===== config.mk =====
export PLATFORM = sky130hd
export DESIGN_NAME = tricolor_mode_sequencer
export DESIGN_NICKNAME = d
export VERILOG_FILES = /design/src/rtl/tricolor_mode_sequencer.sv
export SDC_FILE = /design/constraint.sdc
export NUM_CORES = 1
export LEC_CHECK = 0
export BUFFER_PORTS_ARGS = -buffer_cell sky130_fd_sc_hd__buf_2
export CAP_MARGIN = 10
export CORE_UTILIZATION = 24
export DETAILED_ROUTE_END_ITERATION = 12
export PLACE_DENSITY_LB_ADDON = 0.05
export SLEW_MARGIN = 25
export SYNTH_ARGS = -nofsm -noshare
export SYNTH_HDL_FRONTEND = slang
export SYNTH_SLANG_ARGS = --single-unit
export TNS_END_PERCENT = 50

===== constraint.sdc =====
create_clock -name Sys_CLK -period 2.6 [get_ports Sys_CLK]
set_input_delay 0.13 -clock Sys_CLK [delete_from_list [all_inputs] [get_ports Sys_CLK]]
set_output_delay 0.13 -clock Sys_CLK [all_outputs]
set_load 0.05 [all_outputs]

===== src/rtl/tricolor_mode_sequencer.sv =====
// Tri-colour LED mode controller: debounces NEXT/AUTO keys, runs the colour mode FSM
// (manual step or timed auto-cycle) and drives the registered LED bank.
module tricolor_mode_sequencer #(
    parameter int DEBOUNCE_CYC = 50_000,
    parameter int STEP_CYC     = 25_000_000
) (
    input  logic       Sys_CLK,
    input  logic       Sys_RST,
    input  logic [1:0] Key,
    output logic [3:0] LED,
    output logic [2:0] mode,
    output logic       auto_en
);

    localparam int DB_W = (DEBOUNCE_CYC > 1) ? $clog2(DEBOUNCE_CYC) : 1;
    localparam int DW_W = (STEP_CYC > 1) ? $clog2(STEP_CYC) : 1;
    localparam logic [DB_W-1:0] DB_LAST = DB_W'(DEBOUNCE_CYC - 1);
    localparam logic [DW_W-1:0] DW_LAST = DW_W'(STEP_CYC - 1);

    localparam logic [2:0] MODE_OFF   = 3'd0;
    localparam logic [2:0] MODE_RED   = 3'd1;
    localparam logic [2:0] MODE_GREEN = 3'd2;
    localparam logic [2:0] MODE_BLUE  = 3'd3;
    localparam logic [2:0] MODE_WHITE = 3'd4;

    logic [1:0]      key_ev;
    logic [2:0]      mode_reg, mode_next, mode_base;
    logic            auto_en_reg, auto_en_next;
    logic [DW_W-1:0] dwell_reg, dwell_next;
    logic [3:0]      led_reg;

    // Per key: 2-flop synchroniser, debounce counter, rising-edge event pulse.
    genvar gi;
    generate
        for (gi = 0; gi < 2; gi++) begin : g_key
            logic            sync1_reg, sync2_reg, deb_reg, deb_d_reg, ev_reg;
            logic [DB_W-1:0] cnt_reg;

            always_ff @(posedge Sys_CLK) begin
                if (!Sys_RST) begin
                    sync1_reg <= 1'b0;
                    sync2_reg <= 1'b0;
                    deb_reg   <= 1'b0;
                    deb_d_reg <= 1'b0;
                    ev_reg    <= 1'b0;
                    cnt_reg   <= '0;
                end else begin
                    sync1_reg <= Key[gi];
                    sync2_reg <= sync1_reg;
                    if (sync2_reg != deb_reg) begin
                        if (cnt_reg == DB_LAST) begin
                            deb_reg <= sync2_reg;
                            cnt_reg <= '0;
                        end else begin
                            cnt_reg <= cnt_reg + DB_W'(1);
                        end
                    end else begin
                        cnt_reg <= '0;
                    end
                    deb_d_reg <= deb_reg;
                    ev_reg    <= deb_reg & ~deb_d_reg;
                end
            end

            assign key_ev[gi] = ev_reg;
        end
    endgenerate

    function automatic logic [2:0] next_manual(input logic [2:0] m);
        case (m)
            MODE_OFF:   return MODE_RED;
            MODE_RED:   return MODE_GREEN;
            MODE_GREEN: return MODE_BLUE;
            MODE_BLUE:  return MODE_WHITE;
            default:    return MODE_OFF;
        endcase
    endfunction

    function automatic logic [2:0] next_auto(input logic [2:0] m);
        case (m)
            MODE_RED:   return MODE_GREEN;
            MODE_GREEN: return MODE_BLUE;
            MODE_BLUE:  return MODE_WHITE;
            default:    return MODE_RED;
        endcase
    endfunction

    // AUTO toggle resolves first; NEXT then advances from the resulting mode.
    always_comb begin
        auto_en_next = auto_en_reg ^ key_ev[1];
        dwell_next   = dwell_reg;
        mode_base    = mode_reg;
        if (key_ev[1] && !auto_en_reg && mode_reg == MODE_OFF)
            mode_base = MODE_RED;
        mode_next = mode_base;

        if (mode_reg > MODE_WHITE) begin
            mode_next = MODE_OFF;
        end else if (key_ev[0]) begin
            mode_next  = next_manual(mode_base);
            dwell_next = '0;
        end else if (auto_en_reg && !key_ev[1]) begin
            if (dwell_reg == DW_LAST) begin
                dwell_next = '0;
                mode_next  = next_auto(mode_reg);
            end else begin
                dwell_next = dwell_reg + DW_W'(1);
            end
        end

        // Dwell rests at zero while auto is off, so enabling starts a fresh interval.
        if (!auto_en_next)
            dwell_next = '0;
    end

    always_ff @(posedge Sys_CLK) begin
        if (!Sys_RST) begin
            mode_reg    <= MODE_OFF;
            auto_en_reg <= 1'b0;
            dwell_reg   <= '0;
            led_reg     <= 4'b0000;
        end else begin
            mode_reg    <= mode_next;
            auto_en_reg <= auto_en_next;
            dwell_reg   <= dwell_next;
            led_reg[3]  <= auto_en_reg;
            case (mode_reg)
                MODE_RED:   led_reg[2:0] <= 3'b001;
                MODE_GREEN: led_reg[2:0] <= 3'b010;
                MODE_BLUE:  led_reg[2:0] <= 3'b100;
                MODE_WHITE: led_reg[2:0] <= 3'b111;
                default:    led_reg[2:0] <= 3'b000;
            endcase
        end
    end

    assign LED     = led_reg;
    assign mode    = mode_reg;
    assign auto_en = auto_en_reg;

endmodule


==> metrics.md, run 1 <==
| Metric | Value |
|---|---|
| Int Pwr | `1.91 mW` |
| Final ANT Viol Nets | `0` |
| Initial core utilization | `25.0%` |
| Worst setup path class | `flip-flop to flip-flop` |
| Setup tns final | `0 ns` |
| # rows | `42` |
| Area Overhead vs Synth | `16.0%` |
| Clock power share | `roughly 50%` |
| Via count | `2559` |
| Filler cell count | `1470` |
| CP startpoint kind | `flip-flop` |
| Crit path cell chain | `ha_1, nand3_1, nor4_1, a21oi_1, o21ai_4, nor2_1` |
| Run status | `complete, no violations` |
| Max-Cap Viols | `0` |
| First-pass GRT wire length | `around 12000 um` |
| P_leak | `approximately 1.3 nW` |
| Cell Pwr Density | `approximately 620 nW/um^2` |
| Critical Path Max Stage Delay | `0.47 ns` |
| First-iteration detailed-routing DRC count | `around 200` |
| Proportion of layout cells with a drive suffix above 1 | `around a tenth` |
| Clock sink count | `75` |
| Cts bufs inserted | `9` |
| Fmax | `between 400 and 500 MHz` |
| Drt total wl | `7290 um` |
| Diodes inserted | `0` |
| HP Class | `input pin to flip-flop` |
| Ports | `12` |
| Die Span Y | `~120 um` |
| Fin Hold WS | `0.0282 ns` |
| 1st-pass router iterations | `4` |
| Final Setup Violations | `0` |
| Seq/Total Area, Yosys | `between 40% and 50%` |
| Synthesized instance count | `between 300 and 400` |
| Pins over their slew limit | `0` |
| Crit path time final | `2.17 ns` |
| DP Area | `3580 um^2` |
| Largest net degree at the start of global routing | `18` |
| Vias/cell | `about 4.4` |
| Peak supply drop | `approximately 0.00025 V` |
| Die area | `approximately 14000 um^2` |
| Post-CTS setup buffers | `0` |
| Seq pwr share | `roughly 48%` |
| Vias in the first global route | `2430` |
| Max clock buf depth | `2` |
| Nets@finish | `around 400` |
| Clock Skew | `between 0.008 and 0.009 ns` |
| Mapped Nets | `393` |
| Post-route insts no fill | `~580` |
| I/O Buffers | `11` |
| Psw | `between 500 and 600 uW` |
| Netlist Area Pre-Place | `approximately 3300 um^2` |
| Least-Margin Pin Slew | `around 0.73 ns` |
| Clk root buf | `clkbuf_16` |
| Area leader, netlist | `dfxtp_1` |
| GP Congestion | `around 0.69` |
| CTS tree | `done` |
| Detail Placement HPWL | `approximately 5000 um` |
| Main area contributors after synthesis | `dfxtp_1 45%, xor2_1 8.4%, nor2_1 7.9%, xnor2_1 4.7%, nand4_1 3.9%` |
| Slowest CP cell | `nor4_1` |
| Number of flip-flops in the largest register | `32` |
| Mean post-synth cell area | `8.71 um^2` |
| Slew headroom | `a little over 50%` |
| Initial antenna violation count | `0` |
| R2r setup slk | `~0.43 ns` |
| Reg clk slew, reported paths | `about 0.060 ns` |
| Sw Ratio | `a little over a fifth` |
| Critical Path Fanout Max | `17` |
| Cell area after layout | `roughly 3900 um^2` |
| Dpl cells | `approximately 560` |
| RSZ-0062 raised after global routing | `false` |
| Combinational cell fraction of total power | `under 10%` |
| Grt ovf | `0` |
| Yosys top cell area share | `between 40 and 50%` |
| Seq cells post-synth | `75` |
| Routed len/inst | `around 13 um` |
| Final period utilization | `83.5%` |
| Worst Path Required | `around 2.8 ns` |
| Total track usage | `a little under an eighth` |
| H-tree levels | `3` |
| Critical path capture point type | `flip-flop` |
| Core Box Area | `13400 um^2` |
| Critical Path AT | `approximately 2.4 ns` |
| Cell variety after synth | `43` |
| # DRC | `0` |
| Yosys warns | `0` |
| Final Hold Vio Count | `0` |
| Insertion delay to the later sink of the worst-skew pair | `between 0.3 and 0.4 ns` |
| Die width | `120 um` |
[cell usage after synthesis]
master,instances
a21oi_2,1
buf_6,1
nor4b_1,2
nor4bb_1,2
nor2b_1,3
nand2_1,27
a211oi_1,3
xnor2_1,18
nand2b_1,3
and3_1,10
a311oi_1,1
ha_1,5
mux2i_1,2
buf_4,1
a31oi_1,3
dfxtp_1,75
nand4_1,21
o21a_1,1
or2_2,1
and2_2,1
or3b_1,1
nand3_1,23
nor3_1,9
inv_1,8
nor4_1,7
xor2_1,32
nor2_1,70
o211ai_1,1
and2_1,10
o32ai_1,1
or4b_1,1
nand4b_1,5
a21oi_1,10
clkbuf_1,13
o21ai_0,3
nor3b_1,1
buf_2,1
nor3_2,1
or4b_4,1
and4_1,2
nor4_4,1
o21ai_4,1
mux2_2,1
[stage by stage]
stage	worst slack, ns	utilization, %	total power, mW
2_1_floorplan	0.509	-	1.21
3_3_place_gp	0.427	26.7	1.22
3_5_place_dp	0.400	26.7	1.22
4_1_cts	0.376	29.0	2.49
5_1_grt	0.110	29.0	2.55
6_report	0.428	29.0	2.42
[kinds of logic after synthesis]
family | count (synthesis) | share of synthesized area [%]
AND/OR/NAND/NOR | 202 | 31.3
flip-flops | 75 | 44.9
adder cells (fa/ha/maj) | 5 | 1.87
buffers and inverters | 24 | 3.07
XOR/XNOR | 50 | 13.1
multiplexers | 3 | 0.935
AO/OA/AOI/OAI | 25 | 4.90
[power by group through the flow]
stage	clock network (mW)	registers [mW]	logic, mW
4_1_cts	1.30	1.16	0.0327
5_1_grt	1.36	1.16	0.0355
3_3_place_gp	0	1.19	0.0313
2_1_floorplan	0	1.19	0.0197
3_5_place_dp	0	1.19	0.0313
6_report	1.23	1.16	0.0317
[per-layer routing]
layer  GRT usage [%]  share of wire (%)  up-vias
met4            5.86                1.9        0
li1                -                  -     1349
met5               0                  0        -
met3            3.56                3.5        9
met1            14.9                 53     1171
met2            16.7                 42       30
[final cells by class]
class                      instances  area (um^2)  area share (%)
tap                              176          220            5.67
clock inverter                     6         65.1            1.68
timing repair buffer              16         95.1            2.45
clock buffer                      10          229            5.90
inverter                           8         30.0           0.773
sequential                        75         1500            38.7
multi-input combinational        285         1740            44.9
[path summary, 6_finish.rpt]
path | startpoint | to | cells after the start
hold / removal | Key[0] | g_key[0].sync1_reg$_SDFF_PN0_ | 2
setup / recovery | dwell_reg[0]$_SDFFE_PN0P_ | dwell_reg[15]$_SDFFE_PN0P_ | 6
setup reg to reg | dwell_reg[0]$_SDFFE_PN0P_ | dwell_reg[15]$_SDFFE_PN0P_ | 6
hold reg to reg | g_key[1].deb_d_reg$_SDFF_PN0_ | g_key[1].ev_reg$_SDFF_PN0_ | 1
[cell usage in the layout (no fill, tap or decap), types with 8 or more instances in the layout]
master     netlist  final
dfxtp_1         75     75
nor2_1          70     70
xor2_1          32     32
nand2_1         27     27
nand3_1         23     23
nand4_1         21     21
xnor2_1         18     18
buf_2            1     11
and3_1          10     10
a21oi_1         10     10
and2_1          10     10
nor3_1           9      9
clkbuf_16        0      9
inv_1            8      8
[critical path: cells and delay by family, from the launching register on]
family                   cells  cell delay (ns)
AO/OA/AOI/OAI                2             0.63
flip-flops                   1             0.39
AND/OR/NAND/NOR              3             0.78
adder cells (fa/ha/maj)      1             0.24
[what timing repair did]
action / CTS / global route
hold buffers: 1 / 0
endpoints found under the hold margin: 1 / 0
gates resized for setup: 0 / 0
Power figures use the tool's default switching activity.
==> run 2, diff against run 1 <==
--- a/config.mk
+++ b/config.mk
@@ -5,6 +5,7 @@
 export SDC_FILE = /design/constraint.sdc
 export NUM_CORES = 1
 export LEC_CHECK = 0
+export ABC_AREA = 1
 export BUFFER_PORTS_ARGS = -buffer_cell sky130_fd_sc_hd__buf_2
 export CAP_MARGIN = 10
 export CORE_UTILIZATION = 24
==> constraint.sdc (replaced) <==
create_clock -name Sys_CLK -period 1.95 [get_ports Sys_CLK]
set_input_delay 0.0975 -clock Sys_CLK [delete_from_list [all_inputs] [get_ports Sys_CLK]]
set_output_delay 0.0975 -clock Sys_CLK [all_outputs]
set_load 0.05 [all_outputs]
==> metrics.md, run 2 <==
| Metric | Value |
|---|---|
| Run status | `complete, no violations (unchanged)` |
| Routed len/inst | `12.2 um (was 12.7 um)` |
| Max clock buf depth | `2 (unchanged)` |
| Diodes inserted | `0 (unchanged)` |
| Vias in the first global route | `3017 (was 2430)` |
| WHS Path Cells | `3 (was 2)` |
| Cell variety after synth | `38 (was 43)` |
| Fin Hold WS | `0.0795 ns (was 0.0282 ns)` |
| Critical Path Fanout Max | `19 (was 17)` |
| GR Util met3 | `2.14% (was 3.56%)` |
| # rows | `44 (was 42)` |
| CTS tree | `done (unchanged)` |
| Critical path capture point type | `flip-flop (unchanged)` |
| Worst Slack Setup Final | `0.193 ns (was 0.428 ns)` |
| Slew headroom | `69.1% (was 51.0%)` |
| Mean post-synth cell area | `7.20 um^2 (was 8.71 um^2)` |
| Core Box Area | `14600 um^2 (was 13400 um^2)` |
| Cell Pwr Density | `802 nW/um^2 (was 625 nW/um^2)` |
| Critical Path Max Stage Delay | `0.52 ns (was 0.47 ns)` |
| Final Setup Violations | `0 (unchanged)` |
| Final ANT Viol Nets | `0 (unchanged)` |
| Max-Cap Viols | `0 (unchanged)` |
| Yosys top cell area share | `41.3% (was 44.9%)` |
| Synthesized instance count | `505 (was 384)` |
| Insertion delay to the later sink of the worst-skew pair | `0.34 ns (about the same)` |
| Final Hold Vio Count | `0 (unchanged)` |
| Die area | `15700 um^2 (was 14400 um^2)` |
| Commonest non-fill, non-tap cell in the layout | `nand2_1 (was dfxtp_1)` |
| Cts bufs inserted | `9 (unchanged)` |
| Asr flop ratio synth | `0% (unchanged)` |
| Worst setup path class | `flip-flop to flip-flop (unchanged)` |
| First-pass GRT wire length | `14900 um (was 12500 um)` |
| Seq/Total Area, Yosys | `41.3% (was 44.9%)` |
| Filler cell count | `1634 (was 1470)` |
| Proportion of layout cells with a drive suffix above 1 | `14.2% (was 9.50%)` |
| Top-count cell post-synth | `nand2_1 (was dfxtp_1)` |
| Initial core utilization | `24.8% (was 25.0%)` |
| H-tree levels | `3 (unchanged)` |
| Grt ovf | `0 (unchanged)` |
| Reg2reg path depth | `6 (unchanged)` |
| 1st-pass router iterations | `4 (unchanged)` |
| Die Span Y | `125 um (was 120 um)` |
| Setup tns final | `0 ns (unchanged)` |
| CP startpoint kind | `flip-flop (unchanged)` |
| HP Start | `Sys_RST (was Key[0])` |
| Yosys warns | `0 (unchanged)` |
| Synth cell count leaders | `95 x nand2_1, 81 x nor2_1, 75 x dfxtp_1, 58 x inv_1, 29 x nand3_1 (was 75 x dfxtp_1, 70 x nor2_1, 32 x xor2_1, 27 x nand2_1, 23 x nand3_1)` |
| Most Crowded Layer GR | `met2 (unchanged)` |
| Clock Skew | `0.00731 ns (was 0.00811 ns)` |
| I/O Buffers | `11 (unchanged)` |
| Clk root buf | `clkbuf_16 (unchanged)` |
| Mapped Nets | `514 (was 393)` |
| Peak supply drop | `0.000389 V (was 0.000248 V)` |
| Pins over their slew limit | `0 (unchanged)` |
| RSZ-0062 raised after global routing | `false (unchanged)` |
| Drt total wl | `8740 um (was 7290 um)` |
| Met1 Use GR | `16.5% (was 14.9%)` |
| Initial antenna violation count | `0 (unchanged)` |
| Seq cells post-synth | `75 (unchanged)` |
| Reg2reg start | `mode[2]$_SDFF_PP0_ (was dwell_reg[0]$_SDFFE_PN0P_)` |
| Area Overhead vs Synth | `17.5% (was 16.0%)` |
| Crit path time final | `1.76 ns (was 2.17 ns)` |
| Number of flip-flops in the largest register | `32 (unchanged)` |
| Worst Path Required | `2.21 ns (was 2.80 ns)` |
| Fmax | `569 MHz (was 460 MHz)` |
| Netlist Area Pre-Place | `3640 um^2 (was 3350 um^2)` |
| Least-Margin Pin Slew | `0.463 ns (was 0.729 ns)` |
| HP Class | `input pin to flip-flop (unchanged)` |
| Reg clk slew, reported paths | `0.06 ns (about the same)` |
| # DRC | `0 (unchanged)` |
| First-iteration detailed-routing DRC count | `120 (was 201)` |
| P_leak | `1.49 nW (was 1.30 nW)` |
| Total track usage | `12.1% (was 11.4%)` |
| Largest net degree at the start of global routing | `20 (was 18)` |
| Ports | `12 (unchanged)` |
| Area leader, netlist | `dfxtp_1 (unchanged)` |
| Final period utilization | `90.1% (was 83.5%)` |
| Post-CTS setup buffers | `0 (unchanged)` |
| Nets@finish | `538 (was 404)` |
| Sink of the worst hold path | `g_key[1].sync1_reg$_SDFF_PN0_ (was g_key[0].sync1_reg$_SDFF_PN0_)` |
| Slowest CP cell | `dfxtp_1 (was nor4_1)` |
| Crit path cell chain | `inv_2, o21ai_4, inv_4, nand2_4, nand2_8, nor3_1 (was ha_1, nand3_1, nor4_1, a21oi_1, o21ai_4, nor2_1)` |
| Via count | `3153 (was 2559)` |
| Critical Path AT | `2.02 ns (was 2.37 ns)` |
| Critical R2R Capture | `dwell_reg[3]$_SDFFE_PN0P_ (was dwell_reg[15]$_SDFFE_PN0P_)` |
| Main area contributors after synthesis | `dfxtp_1 41%, nand2_1 9.8%, nor2_1 8.4%, inv_1 6.0%, nand3_1 4.0% (was dfxtp_1 45%, xor2_1 8.4%, nor2_1 7.9%, xnor2_1 4.7%, nand4_1 3.9%)` |
| Main synth FF type | `dfxtp_1 (unchanged)` |
| Detail Placement HPWL | `6520 um (was 5030 um)` |
| GP Congestion | `0.781 (was 0.686)` |
| Clock sink count | `75 (unchanged)` |
| Met2 GRT Util | `18.1% (was 16.7%)` |
| Most frequent cells in the layout | `95 x nand2_1, 81 x nor2_1, 75 x dfxtp_1 (was 75 x dfxtp_1, 70 x nor2_1, 32 x xor2_1)` |
| R2r setup slk | `0.19 ns (was 0.43 ns)` |
| Post-place setup slack | `0.0583 ns (was 0.400 ns)` |
| Post-synth EDFFs | `0 (unchanged)` |
| Die width | `125 um (was 120 um)` |
| Vias/cell | `4.39 (was 4.44)` |
==> run 2: changes by cell type after synthesis, moves of 8 or more <==
cell,delta
xor2_1,-17
nor3_1,+18
a21oi_1,+14
xnor2_1,-16
inv_2,+8
nand2_1,+68
clkbuf_1,-13
nor2_1,+11
nor2_2,+20
and3_1,-9
inv_1,+50
and2_1,-10
==> run 2: area by class of cell <==
class	instances	area, um^2	share of cell area (%)
multi-input cells	356	1820	42.7
clock buffers	12	256	6.00
flip-flops and latches	75	1500	35.1
clock inverters	4	72.6	1.70
repair buffers	19	133	3.10
well taps	184	230	5.38
inverters	68	258	6.03
==> run 2: critical path: cells and delay by family, from the launching register on <==
family,cells,cell delay [ns]
DFF,1,0.52
and+or+nand+nor,3,0.47
buffers and inverters,2,0.29
AOI/OAI and AO/OA,1,0.39
==> run 2: timing repair <==
action	CTS	global route
gates resized for setup	0	2
endpoints found under the setup margin	0	18
endpoints found under the hold margin	2	0
hold buffers	2	0
==> run 2: through the flow <==
stage	utilization (%)	std cells	power, mW	instance area (um^2)
final	29.2	718	3.43	4280
after detailed placement	26.8	700	1.60	3920
after global placement	26.8	700	1.60	3920
after CTS	29.2	718	3.51	4270
after global routing	29.2	718	3.57	4280
after floorplan	-	505	1.59	3640
==> run 2: kinds of logic after synthesis <==
group           Yosys count  synth area share [%]
simple gates            291                  37.7
xor+xnor                 17                  4.09
buf+inv                  74                  8.60
compound gates           43                  6.60
flops                    75                  41.3
fa+ha+maj                 5                  1.72
==> run 2: worst max path at each step <==
stage / start / endpoint / slack, ns / cells after the start
CTS: mode[2]$_SDFF_PP0_ / dwell_reg[9]$_SDFFE_PN0P_ / 0.06 / 6
finish: mode[2]$_SDFF_PP0_ / dwell_reg[3]$_SDFFE_PN0P_ / 0.19 / 6
floorplan: auto_en$_SDFF_PN0_ / dwell_reg[22]$_SDFFE_PN0P_ / 0.12 / 9
global placement: mode[2]$_SDFF_PP0_ / dwell_reg[13]$_SDFFE_PN0P_ / 0.14 / 6
detailed placement: mode[2]$_SDFF_PP0_ / dwell_reg[9]$_SDFFE_PN0P_ / 0.06 / 6
global route: g_key[1].ev_reg$_SDFF_PN0_ / dwell_reg[15]$_SDFFE_PN0P_ / 0.01 / 9
==> run 2: where the power goes <==
part / internal, mW / switching [mW]
logic: 0.0125 / 0.0185
clock network: 1.19 / 0.670
registers: 1.54 / 0.00240
==> run 2: routing by layer <==
layer,routed length [um],vias to the layer above
met3,252,15
met2,3650,39
li1,-,1671
met1,4630,1428
met4,206,0
met5,0,-
